### src/rtl/ecl_pkg.sv
// Shared types and defaults for the combination-lock code sender.
package ecl_pkg;

  typedef enum logic [2:0] {
    ST_IDLE,
    ST_PRESS,
    ST_GAP,
    ST_WAIT_RESP,
    ST_DONE
  } ecl_state_e;

  localparam int          ECL_DEFAULT_CODE_LEN = 5;
  localparam logic [4:0]  ECL_DEFAULT_CODE     = 5'b01011;
  localparam int          ECL_DEFAULT_GAP      = 2;
  localparam int          ECL_DEFAULT_TIMEOUT  = 8;

  // Width holding 0..max_val; a zero-length interval still gets one bit.
  function automatic int cnt_width(input int max_val);
    return (max_val < 1) ? 1 : $clog2(max_val + 1);
  endfunction

endpackage

### src/rtl/ecl_down_counter.sv
// Loadable saturating down-counter; expired flags the final cycle of the loaded interval.
module ecl_down_counter
  import ecl_pkg::*;
#(
  parameter int MAX = 1
) (
  input  logic CLK,
  input  logic RESET,
  input  logic load,
  input  logic dec,
  output logic expired
);

  localparam int W = cnt_width(MAX);

  logic [W-1:0] cnt_q, cnt_d;

  always_comb begin
    cnt_d = cnt_q;
    if (load) begin
      cnt_d = W'(MAX);
    end else if (dec && (cnt_q != '0)) begin
      cnt_d = cnt_q - W'(1);
    end
  end

  always_ff @(posedge CLK or negedge RESET) begin
    if (!RESET) begin
      cnt_q <= '0;
    end else begin
      cnt_q <= cnt_d;
    end
  end

  assign expired = (cnt_q <= W'(1));

endmodule

### src/rtl/ecl_code_sender.sv
// Serialises a stored combination into one-hot button presses, then waits
// a bounded window for the lock's unlock response and reports the result.
module ecl_code_sender
  import ecl_pkg::*;
#(
  parameter int CODE_LEN   = ECL_DEFAULT_CODE_LEN,
  parameter int GAP_CYCLES = ECL_DEFAULT_GAP,
  parameter int TIMEOUT    = ECL_DEFAULT_TIMEOUT
) (
  input  logic                CLK,
  input  logic                RESET,
  input  logic                start,
  input  logic                abort,
  input  logic [CODE_LEN-1:0] code,
  input  logic                unlock,
  output logic                but_0,
  output logic                but_1,
  output logic                busy,
  output logic                done,
  output logic                success
);

  localparam int PW = cnt_width(CODE_LEN);

  ecl_state_e          state_q, state_d;
  logic [CODE_LEN-1:0] shreg_q, shreg_d;
  logic [PW-1:0]       press_q, press_d;
  logic                success_q, success_d;
  logic                but_0_q, but_0_d, but_1_q, but_1_d;
  logic                busy_q, busy_d, done_q, done_d;
  logic                gap_load, gap_dec, gap_exp;
  logic                tmr_load, tmr_dec, tmr_exp;

  ecl_down_counter #(.MAX(GAP_CYCLES)) u_gap (
    .CLK(CLK), .RESET(RESET), .load(gap_load), .dec(gap_dec), .expired(gap_exp)
  );

  ecl_down_counter #(.MAX(TIMEOUT)) u_tmr (
    .CLK(CLK), .RESET(RESET), .load(tmr_load), .dec(tmr_dec), .expired(tmr_exp)
  );

  always_comb begin
    state_d   = state_q;
    shreg_d   = shreg_q;
    press_d   = press_q;
    success_d = success_q;
    gap_load  = 1'b0;
    gap_dec   = 1'b0;
    tmr_load  = 1'b0;
    tmr_dec   = 1'b0;

    case (state_q)
      ST_IDLE: begin
        if (start) begin
          shreg_d   = code;
          press_d   = PW'(CODE_LEN);
          success_d = 1'b0;
          state_d   = ST_PRESS;
        end
      end
      ST_PRESS: begin
        shreg_d = shreg_q << 1;
        press_d = (press_q != '0) ? press_q - PW'(1) : '0;
        if (press_d == '0) begin
          tmr_load = 1'b1;
          state_d  = ST_WAIT_RESP;
        end else if (GAP_CYCLES == 0) begin
          state_d = ST_PRESS;
        end else begin
          gap_load = 1'b1;
          state_d  = ST_GAP;
        end
      end
      ST_GAP: begin
        gap_dec = 1'b1;
        if (gap_exp) state_d = ST_PRESS;
      end
      ST_WAIT_RESP: begin
        tmr_dec = 1'b1;
        if (unlock) begin
          success_d = 1'b1;
          state_d   = ST_DONE;
        end else if (tmr_exp) begin
          success_d = 1'b0;
          state_d   = ST_DONE;
        end
      end
      ST_DONE: state_d = ST_IDLE;
      default: state_d = ST_IDLE;
    endcase

    if (abort && (state_q != ST_IDLE)) begin
      state_d   = ST_IDLE;
      success_d = success_q;
    end

    // Outputs are registered from the upcoming state so a press appears the
    // cycle the FSM sits in PRESS; shreg_d MSB is the bit for that press.
    but_1_d = (state_d == ST_PRESS) &&  shreg_d[CODE_LEN-1];
    but_0_d = (state_d == ST_PRESS) && !shreg_d[CODE_LEN-1];
    busy_d  = (state_d != ST_IDLE);
    done_d  = (state_d == ST_DONE);
  end

  always_ff @(posedge CLK or negedge RESET) begin
    if (!RESET) begin
      state_q   <= ST_IDLE;
      shreg_q   <= '0;
      press_q   <= '0;
      success_q <= 1'b0;
      but_0_q   <= 1'b0;
      but_1_q   <= 1'b0;
      busy_q    <= 1'b0;
      done_q    <= 1'b0;
    end else begin
      state_q   <= state_d;
      shreg_q   <= shreg_d;
      press_q   <= press_d;
      success_q <= success_d;
      but_0_q   <= but_0_d;
      but_1_q   <= but_1_d;
      busy_q    <= busy_d;
      done_q    <= done_d;
    end
  end

  assign but_0   = but_0_q;
  assign but_1   = but_1_q;
  assign busy    = busy_q;
  assign done    = done_q;
  assign success = success_q;

endmodule

### config.mk
export PLATFORM = sky130hd
export DESIGN_NAME = ecl_code_sender
export DESIGN_NICKNAME = d
export VERILOG_FILES = /design/src/rtl/ecl_pkg.sv /design/src/rtl/ecl_down_counter.sv /design/src/rtl/ecl_code_sender.sv
export SDC_FILE = /design/constraint.sdc
export NUM_CORES = 1
export LEC_CHECK = 0
export BUFFER_PORTS_ARGS = -buffer_cell sky130_fd_sc_hd__buf_2
export CORE_MARGIN = 2
export CORE_UTILIZATION = 37
export CTS_BUF_LIST = sky130_fd_sc_hd__clkbuf_2 sky130_fd_sc_hd__clkbuf_4 sky130_fd_sc_hd__clkbuf_8
export DETAILED_ROUTE_END_ITERATION = 12
export PLACE_DENSITY = 0.67
export SLEW_MARGIN = 20
export SYNTH_ARGS = -nofsm -noshare
export SYNTH_HDL_FRONTEND = slang
export SYNTH_SLANG_ARGS = --single-unit
### constraint.sdc
create_clock -name CLK -period 1.8 [get_ports CLK]
set_clock_uncertainty 0.2 [all_clocks]
set_input_delay 0 -clock CLK [delete_from_list [all_inputs] [get_ports CLK]]
set_output_delay 0 -clock CLK [all_outputs]
set_load 0.02 [all_outputs]
==> flow_metrics.py <==
metrics = {
    "drt": {
        "wl_met3_um": 67,
        "wl_per_cell_um": 12.25,
        "drc": 0,
        "vias_per_cell": 4.848,
        "drtIter0Drc": 76,
        "wl_met2_mm": 1.157,
        "drt.antenna.violating_nets": 0,
        "routed_wl_mm": 2.499,
        "top_layer": "met4",
        "drtPass1Iterations": 4,
        "wl_met1_mm": 1.232,
        "routed-via-count": 989,
    },
    "job": {
        "cap_violations": 0,
    },
    "timing": {
        "worstMarginPinSlew_ns": 0.4858,
        "report.final.slew_viol_count": 0,
        "timing.fmax_ghz": 0.5955,
        "holdWs_ns": 0.2439,
        "finalSetupViolations": 0,
        "final-hold-violation-count": 0,
        "post-route-period-util": 0.9329,
        "slew_headroom": 0.6761,
        "layout_min_cycle_time_ns": 1.679,
        "rsz0062_at_grt": "no",
    },
    "clock_network": {
        "cts_tree": "done",
        "cts_sinks": 22,
        "clockBufferDepth": 2,
        "clkTransAtPathRegs_ns": 0.13,
        "ctsRootBufferMaster": "clkbuf_4",
        "cts_buffers": 3,
        "worstSkewPairLatency_ns": 0.32,
        "h-tree-depth": 1,
    },
    "cells_and_area": {
        "antenna_cells": 0,
        "layout.cells.non_filler": 204,
        "drive_gt1_frac": 0.2785,
        "fin_nets": 175,
        "area_delta_synth_final_pct": 24.43,
        "design_area_um2": 1574,
    },
    "global_route": {
        "antenna_found_initial": 0,
        "grt_pass1_wl_mm": 4.326,
        "track_usage": 0.1366,
        "grt_pass1_vias": 1000,
        "grt_max_degree": 23,
        "grt_remaining_overflow": 0,
    },
    "critical_path": {
        "critical_path.max_fanout": 4,
        "worstSetupPathType": "flop to flop",
        "startpoint": "u_tmr.cnt_q[0]",
        "r2r-start": "u_tmr.cnt_q[0]",
        "cp-start-kind": "flop",
        "end_kind": "flop",
        "cp_data_required_time_ns": 1.85,
        "critPathArrivalTime_ns": 1.73,
    },
    "die": {
        "die_width_um": 62.47,
        "dieArea_um2": 3903,
        "initial_core_util": 0.3821,
        "std_cell_rows": 21,
        "design.core.area_um2": 3311,
        "die_height_um": 62.47,
        "io_pins": 15,
    },
    "power": {
        "clkPwrFrac": 0.169,
        "irDropWorstVdd_uv": 424.4,
        "power.total_uw": 2271,
        "leakagePower_uw": 0.0007264,
        "p_per_area_nw_per_um2": 1443,
        "p_sw_frac": 0.3877,
        "p_switching_uw": 880.7,
        "comb_power_share": 0.462,
        "seq_power_share": 0.369,
        "internal_power_uw": 1391,
    },
    "placed_design": {
        "gp_congestion": 0.8175,
        "dp_cells": 189,
        "dp_hpwl_mm": 1.780,
        "numPortBuffers": 14,
        "place_area_um2": 1385,
    },
    "synth": {
        "ys.flop_type": "dfrtp_1",
        "syn-num-nets": 145,
        "synth_cell_types": 40,
        "postSynthAreaPerCell_um2": 9.806,
        "ys_seq_area_frac": 0.4352,
        "synthArstFlopShare": 1.000,
        "yosysWarnings": 0,
        "syn-cell-area_um2": 1265,
        "synth_cells": 129,
        "synth_edf_count": 0,
        "ys_ff_latch": 22,
    },
    "worst_hold_path": {
        "min_from": "abort",
        "hp-class": "input port to flop",
    },
    "run_status": {
        "status": "finished, final reports clean",
    },
}
## per-layer routing
layer / track usage / vias to the layer above
li1: - / 515
met1: 0.1701 / 458
met2: 0.2298 / 12
met3: 0.02703 / 4
met4: 0.05833 / 0
met5: 0 / -
## per-stage QoR
step / setup slack [ns] / utilization / setup TNS (ns)
after floorplan: 0.1247 / - / 0
after global placement: 0.03980 / 0.4184 / 0
after detailed placement: -0.01147 / 0.4184 / -0.01147
after CTS: 0.03715 / 0.4656 / 0
after global routing: 0.006694 / 0.4754 / 0
final: 0.1208 / 0.4754 / 0
## cell usage after synthesis (2+ instances only)
cell type   n  area share
o21ai_1     2      0.0079
o21ai_0    10       0.040
inv_1       9       0.027
a21oi_2     2       0.014
nor2_1     12       0.036
buf_6       3       0.027
nor2b_1     2      0.0099
a211oi_1    2       0.012
nand2_1     9       0.027
a2bb2oi_1   2       0.014
o221a_2     2       0.018
a21oi_1    10       0.040
nor3_1      5       0.020
o22ai_1     3       0.015
nor3b_1     2       0.012
ha_1        6       0.059
dfrtp_1    22        0.44
nand3b_1    4       0.024
## registers in the layout (all words and copies together), names as in the netlist, 2 cells and up
register     flops
u_gap.cnt_q      2
state_q          3
shreg_q          5
u_tmr.cnt_q      4
press_q          3
## area by class of cell
cell class              instances  area (um^2)
inverters                      10        37.54
clock buffers                   3        22.52
multi-input cells              93        668.1
well taps                      46        57.56
clock inverters                 1        30.03
repair buffers                 29        207.7
flip-flops and latches         22        550.5
fillers                       327         1737
## worst max-delay path: stages (launching register included)
cell,delay [ns]
dfrtp_1,0.40
inv_1,0.07
ha_2,0.19
or2_0,0.21
a21oi_2,0.24
o21ai_2,0.09
a211oi_2,0.21
## worst paths after layout
kind                       cells after the start             end  slack, ns
setup reg to reg                               6      state_q[1]       0.12
setup / recovery                               6      state_q[1]       0.12
max in group asynchronous                      3  u_gap.cnt_q[0]       0.56
hold / removal                                 3      state_q[1]       0.24
min in group asynchronous                      3         success       0.49
hold reg to reg                                2      shreg_q[0]       0.33
## power groups by stage
stage	Combinational [uW]	Clock, uW	Sequential (uW)
2_1_floorplan	755	0	840
3_3_place_gp	944	0	836
3_5_place_dp	978	0	848
4_1_cts	1000	391	837
5_1_grt	1170	421	871
6_report	1050	384	837
## cell families after synthesis
| group | share of synthesized area |
|---|---|
| DFF | 0.4352 |
| muxes | 0.008901 |
| xor gates and xnor gates | 0.006925 |
| and+or+nand+nor | 0.2265 |
| buffers and inverters | 0.05934 |
| AOI/OAI and AO/OA | 0.2038 |
| adders and majority gates | 0.05935 |
## cell usage in the layout (no fill, tap or decap), drive strengths merged, types with 3 or more instances in the layout
cell and instances:
ha 6, nor3 5, nand3b 5, o21ai 12
clkbuf 3, o22ai 3, a211oi 3, buf 19
inv 10, a21oi 12, nand2 10, dfrtp 22
dlygate4sd3 10, nor2 13
## timing repair
action	4_1_cts	5_1_grt
gates resized for setup	1	7
endpoints found under the hold margin	35	0
pin swaps	0	3
buffers inserted	0	1
hold buffers	10	0
setup endpoints to repair	2	5
(Power assumes the default switching activity.)
